**config.mk**
```make
export PLATFORM = sky130hd
export DESIGN_NAME = rx_flit_receiver
export DESIGN_NICKNAME = d
export VERILOG_FILES = /design/src/rtl/rx_flit_receiver.sv
export SDC_FILE = /design/constraint.sdc
export NUM_CORES = 1
export LEC_CHECK = 0
export CORE_AREA = 2 2 75 77
export DETAILED_ROUTE_END_ITERATION = 8
export DIE_AREA = 0 0 77 79
export PLACE_DENSITY = 0.78
export SETUP_SLACK_MARGIN = 0.2
export SYNTH_ARGS = -nofsm -noshare
export SYNTH_HDL_FRONTEND = slang
export SYNTH_SLANG_ARGS = --single-unit
```
**constraint.sdc**
```tcl
create_clock -name clk -period 1.8 [get_ports clk]
set_input_delay 0.36 -clock clk [delete_from_list [all_inputs] [get_ports clk]]
set_output_delay 0.36 -clock clk [all_outputs]
set_load 0.1 [all_outputs]
```
**src/rtl/rx_flit_receiver.sv**
```systemverilog
// rx_flit_receiver: four-phase RX flit capture, packet framing from the header
// length byte, and a valid/ready word stream with sop/eop toward the PC buffer.
// Optional watchdog abort: define RX_TIMEOUT_EN.
module rx_flit_receiver #(
  parameter int unsigned SYNC_STAGES = 2,
  parameter int unsigned TIMEOUT     = 1024
) (
  input  logic        clk,
  input  logic        rst,
  input  logic        RX_REQ,
  input  logic [15:0] RX_DATA,
  output logic        RX_ACK,
  output logic        RECE_DONE,
  output logic [15:0] pkt_data,
  output logic        pkt_valid,
  input  logic        pkt_ready,
  output logic        pkt_sop,
  output logic        pkt_eop,
  output logic [15:0] pkt_cnt,
  output logic        rx_abort
);

  localparam int unsigned FLIT_W = 16;
  localparam int unsigned LEN_W  = 8;
  localparam int unsigned CNT_W  = 16;

  typedef enum logic [1:0] {
    IDLE      = 2'd0,
    WAIT_LOW  = 2'd1,
    WAIT_HIGH = 2'd2
  } state_e;

  state_e              state, state_d;
  logic [SYNC_STAGES-1:0] req_sync;
  logic                req_s;
  logic                buf_free;
  logic [LEN_W-1:0]    remaining, remaining_d;
  logic                ack_d, done_d, valid_d, sop_d, eop_d;
  logic [FLIT_W-1:0]   data_d;
  logic [CNT_W-1:0]    cnt_d;

`ifdef RX_TIMEOUT_EN
  localparam int unsigned WDOG_W = 16;
  logic [WDOG_W-1:0]   wdog, wdog_d;
  logic                abort_d;
`endif

  assign req_s    = req_sync[SYNC_STAGES-1];
  assign buf_free = !pkt_valid || pkt_ready;

  // RX_REQ synchroniser; only req_s is seen by the FSM
  always_ff @(posedge clk or posedge rst) begin
    if (rst) req_sync <= '0;
    else     req_sync <= {req_sync[SYNC_STAGES-2:0], RX_REQ};
  end

  // Next-state and next-output logic for the handshake/framing FSM
  always_comb begin
    state_d     = state;
    ack_d       = RX_ACK;
    done_d      = RECE_DONE;
    data_d      = pkt_data;
    valid_d     = pkt_valid && !pkt_ready;
    sop_d       = pkt_sop;
    eop_d       = pkt_eop;
    remaining_d = remaining;
    cnt_d       = pkt_cnt;
`ifdef RX_TIMEOUT_EN
    abort_d     = 1'b0;
    wdog_d      = '0;
`endif
    case (state)
      IDLE: begin
        done_d = 1'b1;
        ack_d  = 1'b0;
        if (req_s && buf_free) begin
          data_d      = RX_DATA;
          valid_d     = 1'b1;
          sop_d       = 1'b1;
          eop_d       = (RX_DATA[LEN_W-1:0] == '0);
          remaining_d = RX_DATA[LEN_W-1:0];
          ack_d       = 1'b1;
          done_d      = 1'b0;
          state_d     = WAIT_LOW;
        end
      end
      WAIT_LOW: begin
        ack_d = 1'b1;
        if (!req_s) begin
          ack_d = 1'b0;
          if (remaining == '0) begin
            state_d = IDLE;
            done_d  = 1'b1;
            cnt_d   = pkt_cnt + CNT_W'(1);
          end else begin
            state_d = WAIT_HIGH;
          end
        end
      end
      WAIT_HIGH: begin
        done_d = 1'b0;
        if (req_s && buf_free) begin
          data_d      = RX_DATA;
          valid_d     = 1'b1;
          sop_d       = 1'b0;
          eop_d       = (remaining == LEN_W'(1));
          remaining_d = remaining - LEN_W'(1);
          ack_d       = 1'b1;
          state_d     = WAIT_LOW;
        end
      end
      default: begin
        state_d = IDLE;
        ack_d   = 1'b0;
        done_d  = 1'b1;
      end
    endcase
`ifdef RX_TIMEOUT_EN
    // Watchdog: count stalled cycles in the wait states, abort the packet on expiry
    if (state != IDLE && state_d == state) begin
      if (wdog == WDOG_W'(TIMEOUT - 1)) begin
        state_d     = IDLE;
        ack_d       = 1'b0;
        done_d      = 1'b1;
        remaining_d = '0;
        abort_d     = 1'b1;
      end else begin
        wdog_d = wdog + WDOG_W'(1);
      end
    end
`endif
  end

  // State and registered outputs
  always_ff @(posedge clk or posedge rst) begin
    if (rst) begin
      state     <= IDLE;
      RX_ACK    <= 1'b0;
      RECE_DONE <= 1'b1;
      pkt_data  <= '0;
      pkt_valid <= 1'b0;
      pkt_sop   <= 1'b0;
      pkt_eop   <= 1'b0;
      remaining <= '0;
      pkt_cnt   <= '0;
    end else begin
      state     <= state_d;
      RX_ACK    <= ack_d;
      RECE_DONE <= done_d;
      pkt_data  <= data_d;
      pkt_valid <= valid_d;
      pkt_sop   <= sop_d;
      pkt_eop   <= eop_d;
      remaining <= remaining_d;
      pkt_cnt   <= cnt_d;
    end
  end

`ifdef RX_TIMEOUT_EN
  // Watchdog counter and one-cycle abort pulse
  always_ff @(posedge clk or posedge rst) begin
    if (rst) begin
      wdog     <= '0;
      rx_abort <= 1'b0;
    end else begin
      wdog     <= wdog_d;
      rx_abort <= abort_d;
    end
  end
`else
  assign rx_abort = 1'b0;
`endif

endmodule

```
### Word level (Yosys, flattened, before mapping)

Cells that the tools add are included.

* flip-flop bits (word level): 49
* input bits: 20
* output and inout bits: 38
* word-level logic and storage cells: 58

* $add $sub $neg: 2
* equality and inequality tests: 8
* multiplexer cells: 22
* bitwise gates (word level): 1
* reductions and logical operators: 15

Operators by type and width (number)
* adder 16 x 1 -> 16 bit (second input constant): 1
* logical NOT 8 bit: 2
* 2-to-1 mux 8 bit: 2
* one-hot mux 8 bit (2 select lines): 1
* 2-to-1 mux 1 bit: 11
* equality test 8 x 1 -> 1 bit (second input constant): 1
* != test 2 bit (second input constant): 4
* subtractor 8 x 1 -> 8 bit (second input constant): 1
* 2-to-1 mux 2 bit: 3
* one-hot mux 1 bit (3 select lines): 2
* AND reduction 2 bit: 3
* AND reduction 3 bit: 2
* one-hot mux 1 bit (2 select lines): 2
* one-hot mux 2 bit (2 select lines): 1
* equality test 2 x 1 -> 1 bit (second input constant): 1
* equality test 2 bit (second input constant): 1
* logical AND 1 bit: 2
* logical NOT 1 bit: 2
* logical NOT 2 bit: 1
* != test 2 x 1 -> 1 bit (second input constant): 1
* nonzero test 2 bit: 1
* OR reduction 2 bit: 1
* logical OR 1 bit: 1
* inverter 1 bit: 1

### Logic depth before layout (Yosys ltp)

* depth after elaboration: 5
* gate-level depth with buffers: 6
* gate-level depth less buffers: 6

### Worst setup path after synthesis

No wires, ideal clock.

* path kind: register to register
* start point: reg pkt_cnt[2]
* end point: reg pkt_cnt[14]
* library setup time: 0.162 ns
* arrival time: 1.946 ns
* required time: 1.638 ns
* slack: -0.308 ns
* stages on the path, launching flop included: 6
* path buffers: 1
* clock period less this slack: 2.108 ns
* cell sequence: dfrtp_1 > nand4_1 > or2_2 > buf_4 > nor4_2 > xor2_1

* longest elaborated chain between the ends: 1

Ends and longest elaborated chain
* start, declared: line 19 `output logic [15:0] pkt_cnt,`
* start signal, assigned: line 155 `pkt_cnt <= cnt_d;`
* adder 16 x 1 -> 16 bit: line 94 `cnt_d = pkt_cnt + CNT_W'(1);`

Every way passes these cells.
A chain may end at the register's enable or synchronous reset.

### Worst setup path in the final report

* start point: reg remaining[0]
* end point: reg pkt_cnt[11]

* longest elaborated chain between the ends: 2

Ends and longest elaborated chain
* start, declared: line 37 `logic [LEN_W-1:0] remaining, remaining_d;`
* start signal, assigned: line 154 `remaining <= remaining_d;`
* logical NOT 8 bit: line 91 `if (remaining == '0) begin`
* AND reduction 3 bit (no line)

Every way passes these cells.

==> Flow_metrics.wiki <==
{| class="wikitable"
! Metric !! Value
|-
| Starting DRT DRC Count || 78
|-
| Fin. Hold Viols || 0
|-
| Seq cells post-synth || 49
|-
| DR pass1 iterations || 4
|-
| Worst stage delay on the critical path || 400 ps
|-
| Number of standard cells after synthesis || 237
|-
| Cell row count || 27
|-
| Required time of the critical path || 2030 ps
|-
| CP Class || reg -> reg
|-
| Worst voltage drop across the vdd grid || 0.713 mV
|-
| Library cell contributing the largest single delay on the critical path || sky130_fd_sc_hd__dfrtp_1
|-
| Global Route met3 Usage || 4.66%
|-
| Filler Cells Inserted || 399
|-
| Critical path, cell by cell || inv_2 > ha_4 > nor4b_4 > buf_4 > nand4_4 > nor3b_2 > xor2_1
|-
| Number of max-cap violations || 0
|-
| Chip Height || 79 microns
|-
| Number of library cell types mapped by synthesis || 42
|-
| HPWL after detailed placement || 3840 microns
|-
| Post-route cell area || 0.00369 sq mm
|-
| Post-detailed-placement cell area || 0.00346 sq mm
|-
| Most area-consuming cells after synthesis || sky130_fd_sc_hd__dfrtp_1 (52%), sky130_fd_sc_hd__nand2_1 (8.9%), sky130_fd_sc_hd__xor2_1 (3.8%)
|-
| Number of nets in the final layout || 330
|-
| GRT met2 Usage || 32.5%
|-
| CTS Buf Count || 5
|-
| Shortest clock period the worst path allows after layout || 1620 ps
|-
| Multi-input gate area in the final layout || 0.00113 sq mm
|-
| Synthesized area divided by synthesized cell count || 9.76 sq um
|-
| Worst hold slack || 361 ps
|-
| Global-route wire length before repair || 9200 microns
|-
| Total negative setup slack || 0 ps
|-
| Type of the worst min-delay path || reg -> reg
|-
| Effective utilization at floorplan || 43.3%
|-
| Number of nets with antenna violations after detailed routing || 0
|-
| Number of port buffers || 56
|-
| CP Launch Type || register
|-
| Count of warnings emitted by yosys || 0
|-
| Hold buffer count at cts || 0
|-
| Die ar. || 0.00608 sq mm
|-
| Synthesis-to-finish area growth || 59.7%
|-
| GR peak layer || met2
|-
| Last weighted congestion value of the routability-driven placer || 0.851
|-
| DIE WIDTH || 77 microns
|-
| Global routing usage summed across all routing layers || 18.8%
|-
| Maximum clock rate || 616 MHz
|-
| H-Tree Level Count || 2
|-
| TritonCTS clock tree || done
|-
| Worst clock skew || 9.02 ps
|-
| Global-route met1 utilization || 23.5%
|-
| Maximum number of pins on one net before global-route repair || 31
|-
| Latest clock arrival within the worst-skew pair || 300 ps
|-
| Sequential fraction of the synthesis area || 53.1%
|-
| Finish-stage setup viols || 0
|-
| Standby leakage power || 0.00167 uW
|-
| Remaining global-route overflow || 0
|-
| Root buffer cell || sky130_fd_sc_hd__clkbuf_8
|-
| I/O pin count || 58
|-
| Share of post-route cells with drive strength above 1 || 34.5%
|-
| Share of Yosys cell area claimed by the top area cell type || 51.9%
|-
| CTS clock-pin slew for the worst setup and hold paths || 90 ps
|-
| Area of all sequential standard cells || 0.00126 sq mm
|-
| Net count after synthesis || 261
|-
| Summed instance area of the synthesized netlist || 0.00231 sq mm
|-
| Vias per inst || 5.07
|-
| Final worst-path cycle share || 90.2%
|-
| Endpoint type of the worst setup path || register
|-
| Final number of max-transition violations || 0
|-
| Via count of the first global-routing pass || 1930
|-
| Highest fanout seen on the critical path || 7
|-
| Worst path arrival time || 1850 ps
|-
| Number of cells in the finished layout apart from fillers || 379
|-
| Area of the core region || 0.00534 sq mm
|-
| DRT Wirelength || 5420 microns
|-
| Commonest non-fill, non-tap cells in the layout || sky130_fd_sc_hd__nand2_1 (55), sky130_fd_sc_hd__buf_12 (39), sky130_fd_sc_hd__dfrtp_1 (30)
|-
| Count of unresolved DRC violations after routing || 0
|-
| Dpl cells || 365
|-
| Most frequent standard cell in the layout excluding fill and tap cells || sky130_fd_sc_hd__nand2_1
|-
| Power density of the placed cells || 1150 mW/mm^2
|-
| Max Buffers Root-to-Sink || 2
|-
| Outcome || finished, final reports clean
|-
| Cell taking the most area after synthesis || sky130_fd_sc_hd__dfrtp_1
|-
| Inserted Diodes || 0
|-
| Antenna violations before repair || 0
|-
| WL per Instance || 14.3 microns
|-
| RSZ-0062 raised after global routing || true
|-
| Via count || 1920
|-
| Clock sink total || 49
|}
[per-layer routing]
layer / vias up / routed length, microns
met5: - / 0
met2: 55 / 2810
met3: 9 / 298
met1: 934 / 2220
li1: 922 / -
met4: 0 / 91
[area by class of cell]
type,instances,area share [%]
inverters,11,1.22
repair buffers,73,29.3
well taps,72,2.44
multi-input cells,166,30.6
flip-flops and latches,49,34.2
clock buffers,6,1.96
clock inverters,2,0.271
[logic make-up after synthesis]
kind of cell	share of synthesized area, %
AOI/OAI and AO/OA	7.25
xor gates and xnor gates	5.68
adders and majority gates	2.16
buffers and inverters	4.00
DFF	53.1
muxes	1.78
other	0.162
and+or+nand+nor	25.9
[metrics by stage]
step / setup WS, ps / total power (uW) / util, %
6_report: 177 / 4230 / 69.2
5_1_grt: 44.9 / 4430 / 69.2
4_1_cts: 122 / 4140 / 67.8
3_5_place_dp: -18.9 / 3440 / 64.8
3_3_place_gp: 102 / 3400 / 64.8
2_1_floorplan: 106 / 2670 / -
[flip-flops by register name (all words and copies together) (netlist names)]
name and cells:
pkt_cnt 16, pkt_data 16, remaining 8, req_sync 2
state 2, RECE_DONE 1, RX_ACK 1, pkt_eop 1
pkt_sop 1, pkt_valid 1
[synthesized netlist by cell type]
| cell type | number |
|---|---|
| sky130_fd_sc_hd__nand2_1 | 55 |
| sky130_fd_sc_hd__dfrtp_1 | 48 |
| sky130_fd_sc_hd__nor2_1 | 13 |
| sky130_fd_sc_hd__o21ai_0 | 12 |
| sky130_fd_sc_hd__inv_1 | 11 |
| sky130_fd_sc_hd__xor2_1 | 10 |
| sky130_fd_sc_hd__nor3_1 | 8 |
| sky130_fd_sc_hd__clkbuf_1 | 6 |
| sky130_fd_sc_hd__nand3_1 | 6 |
| sky130_fd_sc_hd__xnor2_1 | 5 |
| sky130_fd_sc_hd__a21oi_1 | 4 |
| sky130_fd_sc_hd__ha_1 | 4 |
| sky130_fd_sc_hd__nand3b_1 | 4 |
| sky130_fd_sc_hd__a2bb2oi_1 | 3 |
| sky130_fd_sc_hd__and2_1 | 3 |
| sky130_fd_sc_hd__mux2i_1 | 3 |
| sky130_fd_sc_hd__nand4_1 | 3 |
| sky130_fd_sc_hd__nor2b_1 | 3 |
| sky130_fd_sc_hd__nor4_1 | 3 |
| sky130_fd_sc_hd__o22ai_1 | 3 |
| sky130_fd_sc_hd__o31ai_1 | 3 |
| sky130_fd_sc_hd__a31oi_1 | 2 |
| sky130_fd_sc_hd__and3_1 | 2 |
| sky130_fd_sc_hd__buf_2 | 2 |
| sky130_fd_sc_hd__buf_4 | 2 |
| sky130_fd_sc_hd__nand2b_1 | 2 |
| sky130_fd_sc_hd__nor3b_2 | 2 |
| sky130_fd_sc_hd__a211oi_1 | 1 |
| sky130_fd_sc_hd__and3_2 | 1 |
| sky130_fd_sc_hd__and4_1 | 1 |
| sky130_fd_sc_hd__buf_1 | 1 |
| sky130_fd_sc_hd__conb_1 | 1 |
| sky130_fd_sc_hd__dfstp_2 | 1 |
| sky130_fd_sc_hd__mux2_2 | 1 |
| sky130_fd_sc_hd__nand4_2 | 1 |
| sky130_fd_sc_hd__nand4_4 | 1 |
| sky130_fd_sc_hd__nor3_2 | 1 |
| sky130_fd_sc_hd__nor3b_1 | 1 |
| sky130_fd_sc_hd__nor4_2 | 1 |
| sky130_fd_sc_hd__nor4b_1 | 1 |
| sky130_fd_sc_hd__nor4b_4 | 1 |
| sky130_fd_sc_hd__or2_2 | 1 |
[critical path: cells and delay by family (launching register included)]
family / cells / cell delay (ps)
adders and majority gates: 1 / 130
and+or+nand+nor: 3 / 630
DFF: 1 / 400
buffers and inverters: 2 / 240
xor gates and xnor gates: 1 / 150
[final timing paths]
| check | slack [ps] | cells past startpoint | start | to |
|---|---|---|---|---|
| max in group asynchronous | 870 | 3 | rst | RECE_DONE |
| setup reg to reg | 180 | 7 | remaining[0] | pkt_cnt[11] |
| hold reg to reg | 360 | 0 | req_sync[0] | req_sync[1] |
| setup / recovery | 180 | 7 | remaining[0] | pkt_cnt[11] |
| hold / removal | 360 | 0 | req_sync[0] | req_sync[1] |
| min in group asynchronous | 420 | 2 | rst | pkt_cnt[6] |
[power by group]
part	internal, uW	switching [uW]	leakage (uW)
Clock	270	353	0.0000450
Sequential	1290	276	0.000594
Combinational	799	1250	0.00103
[timing repair]
item / 4_1_cts / 5_1_grt
pin swaps: 10 / 12
setup endpoints to repair: 18 / 17
cloned: 0 / 0
buffers inserted: 2 / 4
gates resized for setup: 13 / 11
(Power assumes the default switching activity.)
